===== src/rtl/apb_pkg.sv =====
// rtl/apb_pkg.sv - FSM state encoding and default widths for the APB master
package apb_pkg;

    typedef enum logic [1:0] {
        IDLE   = 2'b00,
        SETUP  = 2'b01,
        ACCESS = 2'b10
    } apb_state_e;

    localparam int APB_ADDR_W  = 12;
    localparam int APB_DATA_W  = 32;
    localparam int APB_NUM_SLV = 4;
    localparam int APB_TIMEOUT = 16;

endpackage


===== src/rtl/apb_slv_decode.sv =====
// rtl/apb_slv_decode.sv - combinational address to one-hot slave select plus decode error
module apb_slv_decode
    import apb_pkg::*;
#(
    parameter int ADDR_W  = APB_ADDR_W,
    parameter int NUM_SLV = APB_NUM_SLV
) (
    input  logic [ADDR_W-1:0]  addr_i,
    output logic [NUM_SLV-1:0] sel_o,
    output logic               err_o
);

    localparam int IDX_W = (NUM_SLV > 1) ? $clog2(NUM_SLV) : 1;

    logic [IDX_W-1:0] idx;
    logic             unused_addr;

    // Only the top address bits pick the slave; the rest travel on PADDR.
    assign unused_addr = ^addr_i;

    generate
        if (NUM_SLV == 1) begin : g_single
            assign idx = '0;
        end else begin : g_multi
            assign idx = addr_i[ADDR_W-1 -: IDX_W];
        end
    endgenerate

    // Indices past the last slave (non power-of-two counts) select nobody.
    always_comb begin
        sel_o = '0;
        err_o = (int'(idx) >= NUM_SLV);
        for (int i = 0; i < NUM_SLV; i++) begin
            sel_o[i] = (int'(idx) == i);
        end
    end

endmodule


===== src/rtl/apb_master_nslv.sv =====
// rtl/apb_master_nslv.sv - APB master with N slave selects; APB_TIMEOUT_EN adds an ACCESS timeout
module apb_master_nslv
    import apb_pkg::*;
#(
    parameter int ADDR_W  = APB_ADDR_W,
    parameter int DATA_W  = APB_DATA_W,
    parameter int NUM_SLV = APB_NUM_SLV,
    parameter int TIMEOUT = APB_TIMEOUT
) (
    input  logic                      PCLK,
    input  logic                      PRST,
    input  logic                      cmd_valid,
    output logic                      cmd_ready,
    input  logic                      cmd_write,
    input  logic [ADDR_W-1:0]         cmd_addr,
    input  logic [DATA_W-1:0]         cmd_wdata,
    input  logic [DATA_W/8-1:0]       cmd_strb,
    output logic                      rsp_valid,
    output logic                      rsp_err,
    output logic [DATA_W-1:0]         rsp_rdata,
    output logic [NUM_SLV-1:0]        PSEL,
    output logic                      PENABLE,
    output logic                      PWRITE,
    output logic [ADDR_W-1:0]         PADDR,
    output logic [DATA_W-1:0]         PWDATA,
    output logic [DATA_W/8-1:0]       PSTRB,
    input  logic [NUM_SLV-1:0]        PREADY,
    input  logic [NUM_SLV-1:0]        PSLVERR,
    input  logic [NUM_SLV*DATA_W-1:0] PRDATA
);

    apb_state_e            state_q;
    logic [NUM_SLV-1:0]    psel_q;
    logic                  penable_q;
    logic                  pwrite_q;
    logic [ADDR_W-1:0]     paddr_q;
    logic [DATA_W-1:0]     pwdata_q;
    logic [DATA_W/8-1:0]   pstrb_q;
    logic                  rsp_valid_q;
    logic                  rsp_err_q;
    logic [DATA_W-1:0]     rsp_rdata_q;

    logic [NUM_SLV-1:0]    dec_sel;
    logic                  dec_err;
    logic                  accept;
    logic                  sel_ready;
    logic                  sel_err;
    logic [DATA_W-1:0]     sel_rdata;
    logic                  tmo_hit;

    apb_slv_decode #(
        .ADDR_W  (ADDR_W),
        .NUM_SLV (NUM_SLV)
    ) u_decode (
        .addr_i (cmd_addr),
        .sel_o  (dec_sel),
        .err_o  (dec_err)
    );

    assign cmd_ready = (state_q == IDLE) && PRST;
    assign accept    = cmd_valid && cmd_ready;

    // Observe only the slave whose PSEL is raised; the others are don't-care.
    always_comb begin
        sel_ready = 1'b0;
        sel_err   = 1'b0;
        sel_rdata = '0;
        for (int i = 0; i < NUM_SLV; i++) begin
            if (psel_q[i]) begin
                sel_ready = sel_ready | PREADY[i];
                sel_err   = sel_err   | PSLVERR[i];
                sel_rdata = sel_rdata | PRDATA[i*DATA_W +: DATA_W];
            end
        end
    end

`ifdef APB_TIMEOUT_EN
    localparam int TMO_W = $clog2(TIMEOUT + 1);

    logic [TMO_W-1:0] tmo_q;

    assign tmo_hit = (state_q == ACCESS) && !sel_ready && (tmo_q == TMO_W'(TIMEOUT - 1));

    // Count stalled ACCESS cycles, restarting on every SETUP.
    always_ff @(posedge PCLK or negedge PRST) begin
        if (!PRST) begin
            tmo_q <= '0;
        end else if (state_q == SETUP) begin
            tmo_q <= '0;
        end else if (state_q == ACCESS && !sel_ready) begin
            tmo_q <= tmo_q + 1'b1;
        end
    end
`else
    logic unused_timeout;

    assign tmo_hit        = 1'b0;
    assign unused_timeout = ^TIMEOUT;
`endif

    // Transfer FSM; every APB and response output is a register here.
    always_ff @(posedge PCLK or negedge PRST) begin
        if (!PRST) begin
            state_q     <= IDLE;
            psel_q      <= '0;
            penable_q   <= 1'b0;
            pwrite_q    <= 1'b0;
            paddr_q     <= '0;
            pwdata_q    <= '0;
            pstrb_q     <= '0;
            rsp_valid_q <= 1'b0;
            rsp_err_q   <= 1'b0;
            rsp_rdata_q <= '0;
        end else begin
            rsp_valid_q <= 1'b0;
            case (state_q)
                IDLE: begin
                    if (accept) begin
                        if (dec_err) begin
                            rsp_valid_q <= 1'b1;
                            rsp_err_q   <= 1'b1;
                            rsp_rdata_q <= '0;
                        end else begin
                            psel_q   <= dec_sel;
                            pwrite_q <= cmd_write;
                            paddr_q  <= cmd_addr;
                            pwdata_q <= cmd_write ? cmd_wdata : '0;
                            pstrb_q  <= cmd_write ? cmd_strb : '0;
                            state_q  <= SETUP;
                        end
                    end
                end
                SETUP: begin
                    penable_q <= 1'b1;
                    state_q   <= ACCESS;
                end
                ACCESS: begin
                    if (sel_ready || tmo_hit) begin
                        psel_q      <= '0;
                        penable_q   <= 1'b0;
                        rsp_valid_q <= 1'b1;
                        rsp_err_q   <= sel_ready ? sel_err : 1'b1;
                        rsp_rdata_q <= (sel_ready && !pwrite_q) ? sel_rdata : '0;
                        state_q     <= IDLE;
                    end
                end
                default: state_q <= IDLE;
            endcase
        end
    end

    assign PSEL      = psel_q;
    assign PENABLE   = penable_q;
    assign PWRITE    = pwrite_q;
    assign PADDR     = paddr_q;
    assign PWDATA    = pwdata_q;
    assign PSTRB     = pstrb_q;
    assign rsp_valid = rsp_valid_q;
    assign rsp_err   = rsp_err_q;
    assign rsp_rdata = rsp_rdata_q;

endmodule

===== config.mk =====
export PLATFORM = sky130hd
export DESIGN_NAME = apb_master_nslv
export DESIGN_NICKNAME = d
export VERILOG_FILES = /design/src/rtl/apb_pkg.sv /design/src/rtl/apb_slv_decode.sv /design/src/rtl/apb_master_nslv.sv
export SDC_FILE = /design/constraint.sdc
export NUM_CORES = 1
export LEC_CHECK = 0
export CORE_MARGIN = 2
export CORE_UTILIZATION = 35
export CTS_BUF_LIST = sky130_fd_sc_hd__clkbuf_8
export CTS_CLUSTER_SIZE = 40
export DETAILED_ROUTE_END_ITERATION = 12
export DONT_BUFFER_PORTS = 1
export PLACE_DENSITY = 0.48
export SLEW_MARGIN = 0
export SYNTH_ARGS = -nofsm -noshare
export SYNTH_HDL_FRONTEND = slang
export SYNTH_HIERARCHICAL = 1
export SYNTH_SLANG_ARGS = --single-unit

===== constraint.sdc =====
create_clock -name PCLK -period 1.8 [get_ports PCLK]
set_input_delay 0.45 -clock PCLK [delete_from_list [all_inputs] [get_ports PCLK]]
set_output_delay 0.45 -clock PCLK [all_outputs]
set_load 0.05 [all_outputs]

# Word-level counts from Yosys, hierarchy flattened
# Cells that the tools add are included.
# op_classes
add_sub_neg	0
multipliers	0
div_mod_pow	0
order_cmp	0
n_eq_ne	7
n_shift	0
n_mux	25
bitwise_logic	9
n_reduce_logical	13
# ops
op	n
$mux 32	6
$or 32x32->32	3
$mux 4	3
$mux 1	11
$pmux 4 s2	1
$reduce_and 2->1	4
$eq 2x2->1 const B	3
$or 1x1->1	6
$pmux 2 s3	1
$eq 2x1->1 const B	2
$logic_not 2->1	2
$mux 2	2
$ne 2x2->1 const B	2
$reduce_bool 2->1	2
$logic_and 1x1->1	3
$reduce_and 3->1	1
$pmux 1 s2	1
$logic_not 1->1	1
# totals
reg_bits	90
latchBits	0
ram_bits	0
romBits	0
input_bits	188
word_cells	64
memories	0

# Longest topological paths before layout
# logic_depth
word_depth	9
ltp_mapped	6
mapped_depth_nobuf	5

# Modules after synthesis
# Netlist, hierarchy kept.
# by_module_without_submodules
mod	n_inst	cells_each	area_per_inst_um2	seq_area_each_um2
apb_master_nslv	1	398	4202.8	2252.2
apb_slv_decode	1	6	37.5	0.0

# Worst setup path before layout
# Ideal clock, no wire load.
# synth_path
kind	input port to flip-flop
from	in PRST
to	reg pstrb_q[3] (netlist: PSTRB[3])
t_arrival_ns	1.879
t_required_ns	1.681
path_slack_ns	-0.198
cell_stages	6
path_cell_list	nor3b_2 nand3b_2 buf_2 buf_2 nand2_1 nand2_1
# synth_via
elab_chain_len	3
# synth_rtl
item	line_no	rtl
start: declaration	apb_master_nslv.sv:11	input logic PRST,
$logic_and 1x1->1	apb_master_nslv.sv:60	assign cmd_ready = (state_q == IDLE) && PRST;
$logic_and 1x1->1	apb_master_nslv.sv:61	assign accept = cmd_valid && cmd_ready;
$reduce_and 2->1 (no source line)	--	
end signal: assignment	apb_master_nslv.sv:128	pstrb_q <= cmd_write ? cmd_strb : '0;
end: declaration	apb_master_nslv.sv:38	logic [DATA_W/8-1:0] pstrb_q;
# Every way passes these cells.
# A chain may end at the register's enable or synchronous reset.

# Worst setup path after layout
# layout_path
from	reg state_q[1]
to	out cmd_ready
# layout_via
elab_chain_len	2
# layout_rtl
item	line_no	rtl
start: declaration	apb_master_nslv.sv:32	apb_state_e state_q;
start signal: assignment	apb_master_nslv.sv:104	state_q <= IDLE;
start signal: assignment	apb_master_nslv.sv:129	state_q <= SETUP;
start signal: assignment	apb_master_nslv.sv:135	state_q <= ACCESS;
$logic_not 2->1	apb_master_nslv.sv:60	
$logic_and 1x1->1	apb_master_nslv.sv:60	
end: declaration	apb_master_nslv.sv:13	output logic cmd_ready,
# Every way passes these cells.

==> metrics.md <==
| Metric | Value |
|---|---|
| Status | `finished, violations left` |
| Failing checks | `hold timing` |
| FMAX | `583 MHz` |
| Fin Hold WS | `-0.233 ns` |
| Rel. slew slack | `a little over three fifths` |
| Post-Route WL | `about 12 mm` |
| Ant. Diodes | `0` |
| CP peak stage delay | `about 0.43 ns` |
| CP Class | `flip-flop to output pin` |
| Share of cells above drive strength 1 | `14.1%` |
| Maximum vdd drop | `0.731 mV` |
| ANT nets after route | `0` |
| Synth unique cells | `31` |
| Total Nets Final | `between 500 and 600` |
| CP Launch Type | `flip-flop` |
| Least-Margin Pin Slew | `approximately 0.55 ns` |
| Final setup viols | `0` |
| DP HPWL | `~8.6 mm` |
| # rows | `40` |
| Leak Pwr | `around 2.2 nW` |
| Initial DRC count | `around 140` |
| Synth Register Bits | `90` |
| Synth Area in Adders | `0%` |
| Worst clock skew | `~0.014 ns` |
| CP max FO | `4` |
| I/O pins | `277` |
| Synthesized cell area | `roughly 4200 µm²` |
| Die Y-Extent | `about 110 µm` |
| Gpl congestion | `between 0.7 and 0.8` |
| Crit path DAT | `1.27 ns` |
| Slew Limit Fails | `0` |
| Worst skew pair latency | `roughly 0.37 ns` |
| Htree depth | `3` |
| Fin. Hold Viols | `90` |
| Slowest CP cell | `dfrtp_1` |
| Largest net degree at the start of global routing | `roughly 90` |
| Post-synthesis xor/xnor area fraction | `0%` |
| Synthesized area per cell | `approximately 10 µm²` |
| Warnings, synthesis | `6` |
| Fin crit share | `a little over nine tenths` |
| Largest family of logic cells by synthesized area | `compound AO/OA/AOI/OAI gates` |
| Seq/Total Area, Yosys | `53.1%` |
| Routed via count | `3156` |
| Multiplexer area fraction after synthesis | `0%` |
| Total Power | `between 10 and 15 mW` |
| Post-Synthesis Cells | `around 400` |
| First-pass GRT wire length | `17.3 mm` |
| PwrDens | `around 2200 nW/µm²` |
| Input/output buffers | `0` |
| Routed wire per std cell | `22.0 µm` |
| Setup crit end kind | `output pin` |
| Setup TNS | `0 ns` |
| DRT Pass-1 Iters | `4` |
| Clock-pin slew of the registers on the worst-case setup and hold paths | `~0.10 ns` |
| GRT overflow | `0` |
| Crit path cell chain | `nor3b_4 -> buf_4` |
| PostCTS Resize Cnt | `0` |
| CTS Root Cell | `clkbuf_8` |
| Data required, critical path | `1.35 ns` |
| Clock buffer count from CTS | `9` |
| Minimum clock period | `1.72 ns` |
| CORE AREA | `roughly 12000 µm²` |
| Initial Utilization | `around 36%` |
| Hold Crit Class | `input pin to asynchronous set/reset pin` |
| Maximum capacitance violations | `0` |
| Via density | `between 5 and 6` |
| RSZ-0062 raised after global routing | `no` |
| Die Area | `roughly 13000 µm²` |
| Simple-Gate Fraction of Synth Area | `~16%` |
| Clock Sinks | `90` |
| Clock buffer depth | `2` |
| Initial antenna violation count | `0` |
| Post-Syn Nets | `just under 600` |
| Synth Area in Compound Gates | `between 20% and 30%` |
| Layout area overhead | `8.11%` |
| Gr usage total | `roughly 18%` |
| Residual DRC | `0` |
| Die extent in x | `approximately 110 µm` |
| Number of global-route vias before repair | `3117` |
| CTS tree | `done` |
## through the flow
step                      hold slack, ns  utilization [%]  worst slack [ns]  cell area [µm²]  std cells
after global routing              -0.277             38.5           0.00535             4580        545
after floorplan                    0.154                -            0.0329             4250        404
after detailed placement           0.156             36.8             0.202             4390        529
after global placement             0.156             36.8             0.298             4390        529
after CTS                         -0.271             38.5            0.0323             4580        545
final                             -0.233             38.5            0.0840             4580        545
## final timing paths
check,start,endpoint,slack [ns],cells after the start
hold / removal,PRST,PWDATA[8],-0.23,0
setup / recovery,state_q[1],cmd_ready,0.08,2
hold reg to reg,state_q[1],PENABLE,0.54,1
max in group asynchronous,PRST,rsp_rdata[17],1.89,0
min in group PCLK,cmd_addr[8],PADDR[8],0.18,2
setup reg to reg,PSEL[2],rsp_rdata[14],0.21,5
## worst max-delay path: cells and delay by family, from the launching register on
kind	cells	cell delay, ns
buffers and inverters	1	0.24
flip-flops	1	0.43
AND/OR/NAND/NOR	1	0.23
## synthesized netlist by cell type
| library cell | n | area share [%] |
|---|---|---|
| clkinv_2 | 1 | 0.12 |
| buf_4 | 3 | 0.53 |
| conb_1 | 1 | 0.088 |
| a21oi_1 | 2 | 0.24 |
| dfrtp_1 | 90 | 53 |
| nand2_1 | 112 | 9.9 |
| and2_2 | 1 | 0.18 |
| nand2_2 | 1 | 0.15 |
| buf_2 | 6 | 0.71 |
| o2bb2ai_2 | 10 | 3.5 |
| nand3_1 | 38 | 4.5 |
| nor2_1 | 2 | 0.18 |
| buf_1 | 2 | 0.18 |
| o2bb2ai_1 | 22 | 4.5 |
| nor2b_1 | 1 | 0.15 |
| and2b_2 | 2 | 0.41 |
| nand3b_1 | 1 | 0.18 |
| a21boi_4 | 1 | 0.44 |
| nand3b_2 | 1 | 0.27 |
| clkbuf_1 | 17 | 1.5 |
| a22oi_4 | 2 | 1.0 |
| a21oi_2 | 1 | 0.21 |
| a22oi_1 | 2 | 0.35 |
| o21ai_0 | 2 | 0.24 |
| and2_1 | 1 | 0.15 |
| inv_1 | 3 | 0.27 |
| buf_6 | 9 | 2.4 |
| a221oi_1 | 32 | 6.6 |
| nor3b_2 | 1 | 0.30 |
| a31oi_1 | 1 | 0.15 |
| a22o_1 | 36 | 7.4 |
## sequential cells by signal, indices dropped and copies added, names as in the netlist
signal,flops
PADDR,12
PENABLE,1
PSEL,4
PSTRB,4
PWDATA,32
PWRITE,1
rsp_err,1
rsp_rdata,32
rsp_valid,1
state_q,2
## placed cells by master (no fill, tap or decap), drive strengths merged
cell type and n:
nand2 113, dfrtp 90, nand3 38, a22o 36
a221oi 32, o2bb2ai 32, buf 15, clkbuf 9
inv 6, clkinv 4, a22oi 4, a21oi 3
and2b 2, o21ai 2, nor2 2, nand3b 2
and2 2, nor3b 1, a21boi 1, a31oi 1
bufinv 1, nor2b 1, conb 1
## cell families after synthesis
logic type / count (synthesis)
AND/OR/NAND/NOR: 161
AO/OA/AOI/OAI: 111
flip-flops: 90
buffers and inverters: 41
other: 1
## what timing repair did
action                                  4_1_cts  5_1_grt
endpoints found under the setup margin        0        0
hold endpoints to repair                     90       90
setup buffers                                 0        0
## layer usage
metal / global-route usage [%] / up-vias / share of wire, %
li1: - / 1455 / -
met5: 0 / - / 0
met3: 5.77 / 16 / 8.7
met2: 30.2 / 173 / 51
met1: 20.3 / 1512 / 39
met4: 7.48 / 0 / 2.0
## final cells by class
type	count	area, µm²
clock buffer	9	124
clock inverter	7	75.1
fill	1136	7330
inverter	4	16.3
multi-input combinational	273	1750
sequential	90	2260
tap	147	184
timing repair buffer	15	175
## power breakdown
group	switching, mW	leakage (nW)	internal, mW
Sequential	3.34	1.19	2.75
Combinational	1.36	0.862	1.18
Clock	0.761	0.104	0.655
Total	5.47	2.16	4.58
Power figures use the tool's default switching activity.
